--- config.mk ---
export PLATFORM = sky130hd
export DESIGN_NAME = div3_serial_scheduler
export DESIGN_NICKNAME = d
export VERILOG_FILES = /design/src/rtl/div3_serial_scheduler.sv
export SDC_FILE = /design/constraint.sdc
export NUM_CORES = 1
export LEC_CHECK = 0
export ABC_AREA = 1
export BUFFER_PORTS_ARGS = -buffer_cell sky130_fd_sc_hd__clkbuf_2
export CAP_MARGIN = 20
export CORE_MARGIN = 3
export CORE_UTILIZATION = 49
export CTS_CLUSTER_SIZE = 10
export DETAILED_ROUTE_END_ITERATION = 7
export GPL_ROUTABILITY_DRIVEN = 0
export GPL_TIMING_DRIVEN = 0
export PLACE_DENSITY = 0.77
export SYNTH_ARGS = -nofsm -noshare
export SYNTH_HDL_FRONTEND = slang
export SYNTH_SLANG_ARGS = --single-unit
--- constraint.sdc ---
create_clock -name clk -period 1.32 [get_ports clk]
set_input_delay 0.198 -clock clk [delete_from_list [all_inputs] [get_ports clk]]
set_output_delay 0.198 -clock clk [all_outputs]
set_load 0.005 [all_outputs]
--- src/rtl/div3_serial_scheduler.sv ---
// Round-robin scheduler sharing one serial MSB-first mod-3 residue engine
// between NREQ requesters; results return on a single id-tagged channel.
module div3_serial_scheduler #(
  parameter int W    = 8,
  parameter int NREQ = 2
) (
  input  logic              clk,
  input  logic              resetn,
  input  logic [NREQ-1:0]   req_valid,
  input  logic [NREQ*W-1:0] req_data,
  output logic [NREQ-1:0]   req_ready,
  output logic              res_valid,
  input  logic              res_ready,
  output logic [1:0]        res_id,
  output logic [1:0]        res_rem,
  output logic              res_div3,
  output logic              busy
);

  localparam int CW = $clog2(W);

  typedef enum logic [1:0] {IDLE, SHIFT, DONE} state_t;

  state_t        state_q, state_d;
  logic [1:0]    ptr_q, ptr_d;
  logic [1:0]    id_q, id_d;
  logic [1:0]    rem_q, rem_d;
  logic          div_q, div_d;
  logic [CW-1:0] cnt_q, cnt_d;
  logic [W-1:0]  sr_q, sr_d;

  logic          found;
  logic [1:0]    win_id;
  logic          grant_en;

  // Requester index base+offs, wrapped modulo NREQ.
  function automatic logic [1:0] rr_index(input logic [1:0] base, input int offs);
    int s;
    s = int'(base) + offs;
    if (s >= NREQ) s = s - NREQ;
    return 2'(s);
  endfunction

  // One step of the residue recurrence: (2*r + b) mod 3.
  function automatic logic [1:0] mod3_step(input logic [1:0] r, input logic b);
    case ({r, b})
      3'b000:  return 2'd0;
      3'b001:  return 2'd1;
      3'b010:  return 2'd2;
      3'b011:  return 2'd0;
      3'b100:  return 2'd1;
      3'b101:  return 2'd2;
      default: return 2'd0;
    endcase
  endfunction

  // NOTE: every variable written in an always_comb gets a default first, so no
  // path can leave it unassigned and infer a latch.
  always_comb begin
    found  = 1'b0;
    win_id = '0;
    for (int k = 0; k < NREQ; k++) begin
      if (!found && |(req_valid & (NREQ'(1) << rr_index(ptr_q, k)))) begin
        found  = 1'b1;
        win_id = rr_index(ptr_q, k);
      end
    end
  end

  assign grant_en  = resetn && (state_q == IDLE) && found;
  assign req_ready = grant_en ? (NREQ'(1) << win_id) : '0;

  always_comb begin
    state_d = state_q;
    ptr_d   = ptr_q;
    id_d    = id_q;
    rem_d   = rem_q;
    div_d   = div_q;
    cnt_d   = cnt_q;
    sr_d    = sr_q;
    unique case (state_q)
      IDLE: begin
        if (grant_en) begin
          sr_d    = req_data[int'(win_id)*W +: W];
          rem_d   = '0;
          cnt_d   = '0;
          id_d    = win_id;
          ptr_d   = rr_index(win_id, 1);
          state_d = SHIFT;
        end
      end
      SHIFT: begin
        rem_d = mod3_step(rem_q, sr_q[W-1]);
        sr_d  = {sr_q[W-2:0], 1'b0};
        if (cnt_q == CW'(W - 1)) begin
          cnt_d   = '0;
          div_d   = (rem_d == 2'd0);
          state_d = DONE;
        end else begin
          cnt_d = cnt_q + CW'(1);
        end
      end
      DONE: begin
        if (res_ready) state_d = IDLE;
      end
      default: state_d = IDLE;
    endcase
  end

  // NOTE: sequential state uses non-blocking assignments so every register
  // samples its pre-edge inputs regardless of process ordering.
  always_ff @(posedge clk) begin
    if (!resetn) begin
      state_q <= IDLE;
      ptr_q   <= '0;
      id_q    <= '0;
      rem_q   <= '0;
      div_q   <= 1'b0;
      cnt_q   <= '0;
    end else begin
      state_q <= state_d;
      ptr_q   <= ptr_d;
      id_q    <= id_d;
      rem_q   <= rem_d;
      div_q   <= div_d;
      cnt_q   <= cnt_d;
    end
  end

  // NOTE: the shift register has no reset; it is always loaded on a grant
  // before any bit of it is consumed.
  always_ff @(posedge clk) begin
    sr_q <= sr_d;
  end

  assign res_valid = (state_q == DONE);
  assign res_id    = id_q;
  assign res_rem   = rem_q;
  assign res_div3  = div_q;
  assign busy      = (state_q != IDLE);

endmodule

==> impl_results.md <==
- H-tree depth: 1
- Die span in y: 50.2 um
- Met3 WL post-DR: 104 um
- Met2 WL: 1010 um
- Placed Cells: about 170
- Hold Path Class: input pin to flop
- Remaining DRCs: 0
- Mapped Nets: about 140
- Critical path, cell by cell: inv_2 -> nand2_4 -> nor2_4 -> nand2_4 -> inv_4 -> nand2_4 -> inv_2 -> clkbuf_2
- Vias post-DR: 863
- Mapped cell area: around 960 um^2
- WP data arrival: 1.17 ns
- CTS clk-pin slew, worst paths: ~0.1 ns
- Relative slew margins: 0.834
- ANT nets after route: 0
- Status: complete, but fails checks
- Max incr delay on CP: 0.35 ns
- Endpoint class of the critical path: output port
- Worst VDD drop: 0.000821 V
- Design Area, Final: between 1000 and 1500 um^2
- Antenna diode count: 0
- Period Utilization, post-route: 1.04
- Buf/Inv on CP: 4
- Layout Skew: 0.0128 ns
- Drt wl/cell: 11.3 um
- GRT overflow: 0
- Critical path launch point type: flop
- Global Route Usage Sum: 0.180
- Final Hold Viols: 0
- Syn avg cell area: approximately 8.3 um^2
- Die area: roughly 2500 um^2
- Die extent in x: about 50 um
- Final setup vio count: 2
- R2R Path Start: state_q[0]
- HPWL Detailed: roughly 1500 um
- Yosys warns: 0
- Initial DRC count: 16
- Clock buffer depth: 2
- RR Endpoint: sr_q[1]
- Layout Area Growth over Synthesis: 27.1%
- Reg-to-reg slack, setup: 0.10 ns
- Global-route wire length before repair: 3390 um
- Met1 wire length: 860 um
- Fin. max-slew vios: 0
- Sequential element share of the synthesized area: 0.503
- Number of top-level pins: 30
- Critical Path RT: 1.12 ns
- Vias per inst: 4.88
- Cell Rows: 15
- Yosys reg bits: 20
- Synth cell types: 21
- Placed cell area: ~1100 um^2
- Hold Path Depth: 3
- Failing checks: setup timing
- Cells after synthesis: 115
- Slew @ Worst Pin: 0.247 ns
- Layout cells sized above 1: 0.382
- Setup CP Type: flop to output port
- Slowest CP cell: dfxtp_2
- Crit path depth: 8
- Static Leak: 0.588 nW
- CP top delay family: flip-flops
- Max-cap violations: 0
- Setup ws final: -0.0512 ns
- Cts bufs inserted: 3
- R2R cell count: 6
- DR pass1 iterations: 4
- Port-buffer cells: 28
- Nets: 176
- Skew-Pair Late Insertion Delay: 0.31 ns
- Fin util: 0.681
- Largest net degree at the start of global routing: 12
- Crit path time final: around 1.4 ns
- Cell repeated most along the worst path: nand2_4
- Hold_sp: resetn
- Initial Util: 0.536
- Final std cells w/o fill: approximately 180
- Fmax: around 730 MHz
- Number of global-route vias before repair: between 700 and 800
- CTS Sinks: 20
- Initial antenna violation count: 0
- PwrDens: 1160 nW/um^2
- RSZ-0062 raised after global routing: true
- Top Layer Used: met4
- WL final: 2010 um
- Core region area: 1780 um^2
- TritonCTS clock tree: yes
- WHS Endpoint: ptr_q[0]
- Hold_buf cts: 0
- Crit-path max FO: 4
- Root Buffer Master: clkbuf_4
==> where the power goes <==
part / internal, mW / total [mW] / switching [mW]
Clock: 0.110 / 0.302 / 0.192
Sequential: 0.737 / 0.774 / 0.0365
Combinational: 0.141 / 0.335 / 0.194
Total: 0.988 / 1.41 / 0.422
==> cell type report <==
class	count	area, um^2
Buffer	3	23.8
Clock buffer	3	22.5
Clock inverter	1	3.75
Inverter	11	51.3
Tap cell	25	31.3
Timing Repair Buffer	33	178
Multi-Input combinational cell	81	420
Fill cell	151	568
Sequential cell	20	484
==> cells in the final DEF (no fill, tap or decap) <==
cell,instances
dfxtp_2,3
a21oi_1,7
clkinv_1,1
nand3_1,4
nand2_4,5
dfxtp_1,9
inv_4,4
a31oi_1,7
inv_1,4
a21oi_2,1
buf_2,1
nor2_4,1
clkbuf_2,28
inv_2,3
nor2_1,16
edfxtp_1,8
nor3_1,1
buf_6,1
buf_4,6
ha_1,2
nor2_2,1
o21ai_0,6
o21a_1,1
clkbuf_4,3
nand2_1,28
nand2_2,1
==> layer usage <==
metal  GRT usage  vias up
met2       0.293       18
met1       0.225      384
met5           0        -
met4      0.0829        0
met3      0.0386        4
li1            -      457
==> worst reg2reg max path: stages, from the launching register on <==
cell     delay [ns]
dfxtp_2        0.35
inv_2          0.06
nand2_4        0.05
nor2_4         0.09
nand2_4        0.07
buf_4          0.16
nand2_4        0.14
==> cell usage after synthesis <==
library cell,instances,area (um^2)
nand2_4,2,22.5
ha_1,2,25.0
nor3_1,1,5.00
o21ai_0,6,30.0
buf_2,1,5.00
dfxtp_1,12,240
a31oi_1,7,43.8
edfxtp_1,8,240
buf_6,1,11.3
nor2_1,17,63.8
a21oi_2,1,8.76
inv_2,3,11.3
nand3_1,4,20.0
nor2_4,1,11.3
o21a_1,1,7.51
a21oi_1,7,35.0
nand2_2,4,25.0
buf_4,1,7.51
nand2_1,28,105
inv_4,3,18.8
inv_1,5,18.8
==> metrics by stage <==
stage	hold WS [ns]	TNS, ns	worst slack (ns)	total power [mW]
5_1_grt	0.166	-0.249	-0.145	1.50
4_1_cts	0.168	-0.135	-0.0800	1.40
3_3_place_gp	0.421	0	0.135	1.07
3_5_place_dp	0.426	0	0.123	1.09
6_report	0.179	-0.0686	-0.0512	1.41
2_1_floorplan	0.413	0	0.216	0.990
==> worst max path at each step <==
| stage | start | endpoint | slack [ns] |
|---|---|---|---|
| 6_report | state_q[0] | req_ready[1] | -0.05 |
| 5_1_grt | state_q[0] | req_ready[1] | -0.14 |
| 4_1_cts | state_q[1] | req_ready[1] | -0.08 |
| 3_5_place_dp | state_q[0] | sr_q[0] | 0.12 |
| 3_3_place_gp | state_q[0] | sr_q[2] | 0.14 |
| 2_1_floorplan | state_q[0] | sr_q[0] | 0.22 |
==> registers in the layout (all words and copies together), names as in the netlist <==
signal	count
res_id	2
ptr_q	2
sr_q	8
cnt_q	3
state_q	2
res_div3	1
res_rem	2
==> timing repair <==
action,CTS,global route
endpoints found under the setup margin,2,10
setup buffers,4,1
gates cloned,0,0
pin swaps,3,0
resized for setup,5,4
==> logic make-up (layout without fill, tap and decap cells) <==
| group | after synthesis | in the layout | synth area share |
|---|---|---|---|
| buffers and inverters | 14 | 51 | 0.0759 |
| AND/OR/NAND/NOR | 57 | 57 | 0.264 |
| flip-flops | 20 | 20 | 0.503 |
| adder cells (fa/ha/maj) | 2 | 2 | 0.0262 |
| AO/OA/AOI/OAI | 22 | 22 | 0.131 |
Power figures use the tool's default switching activity.
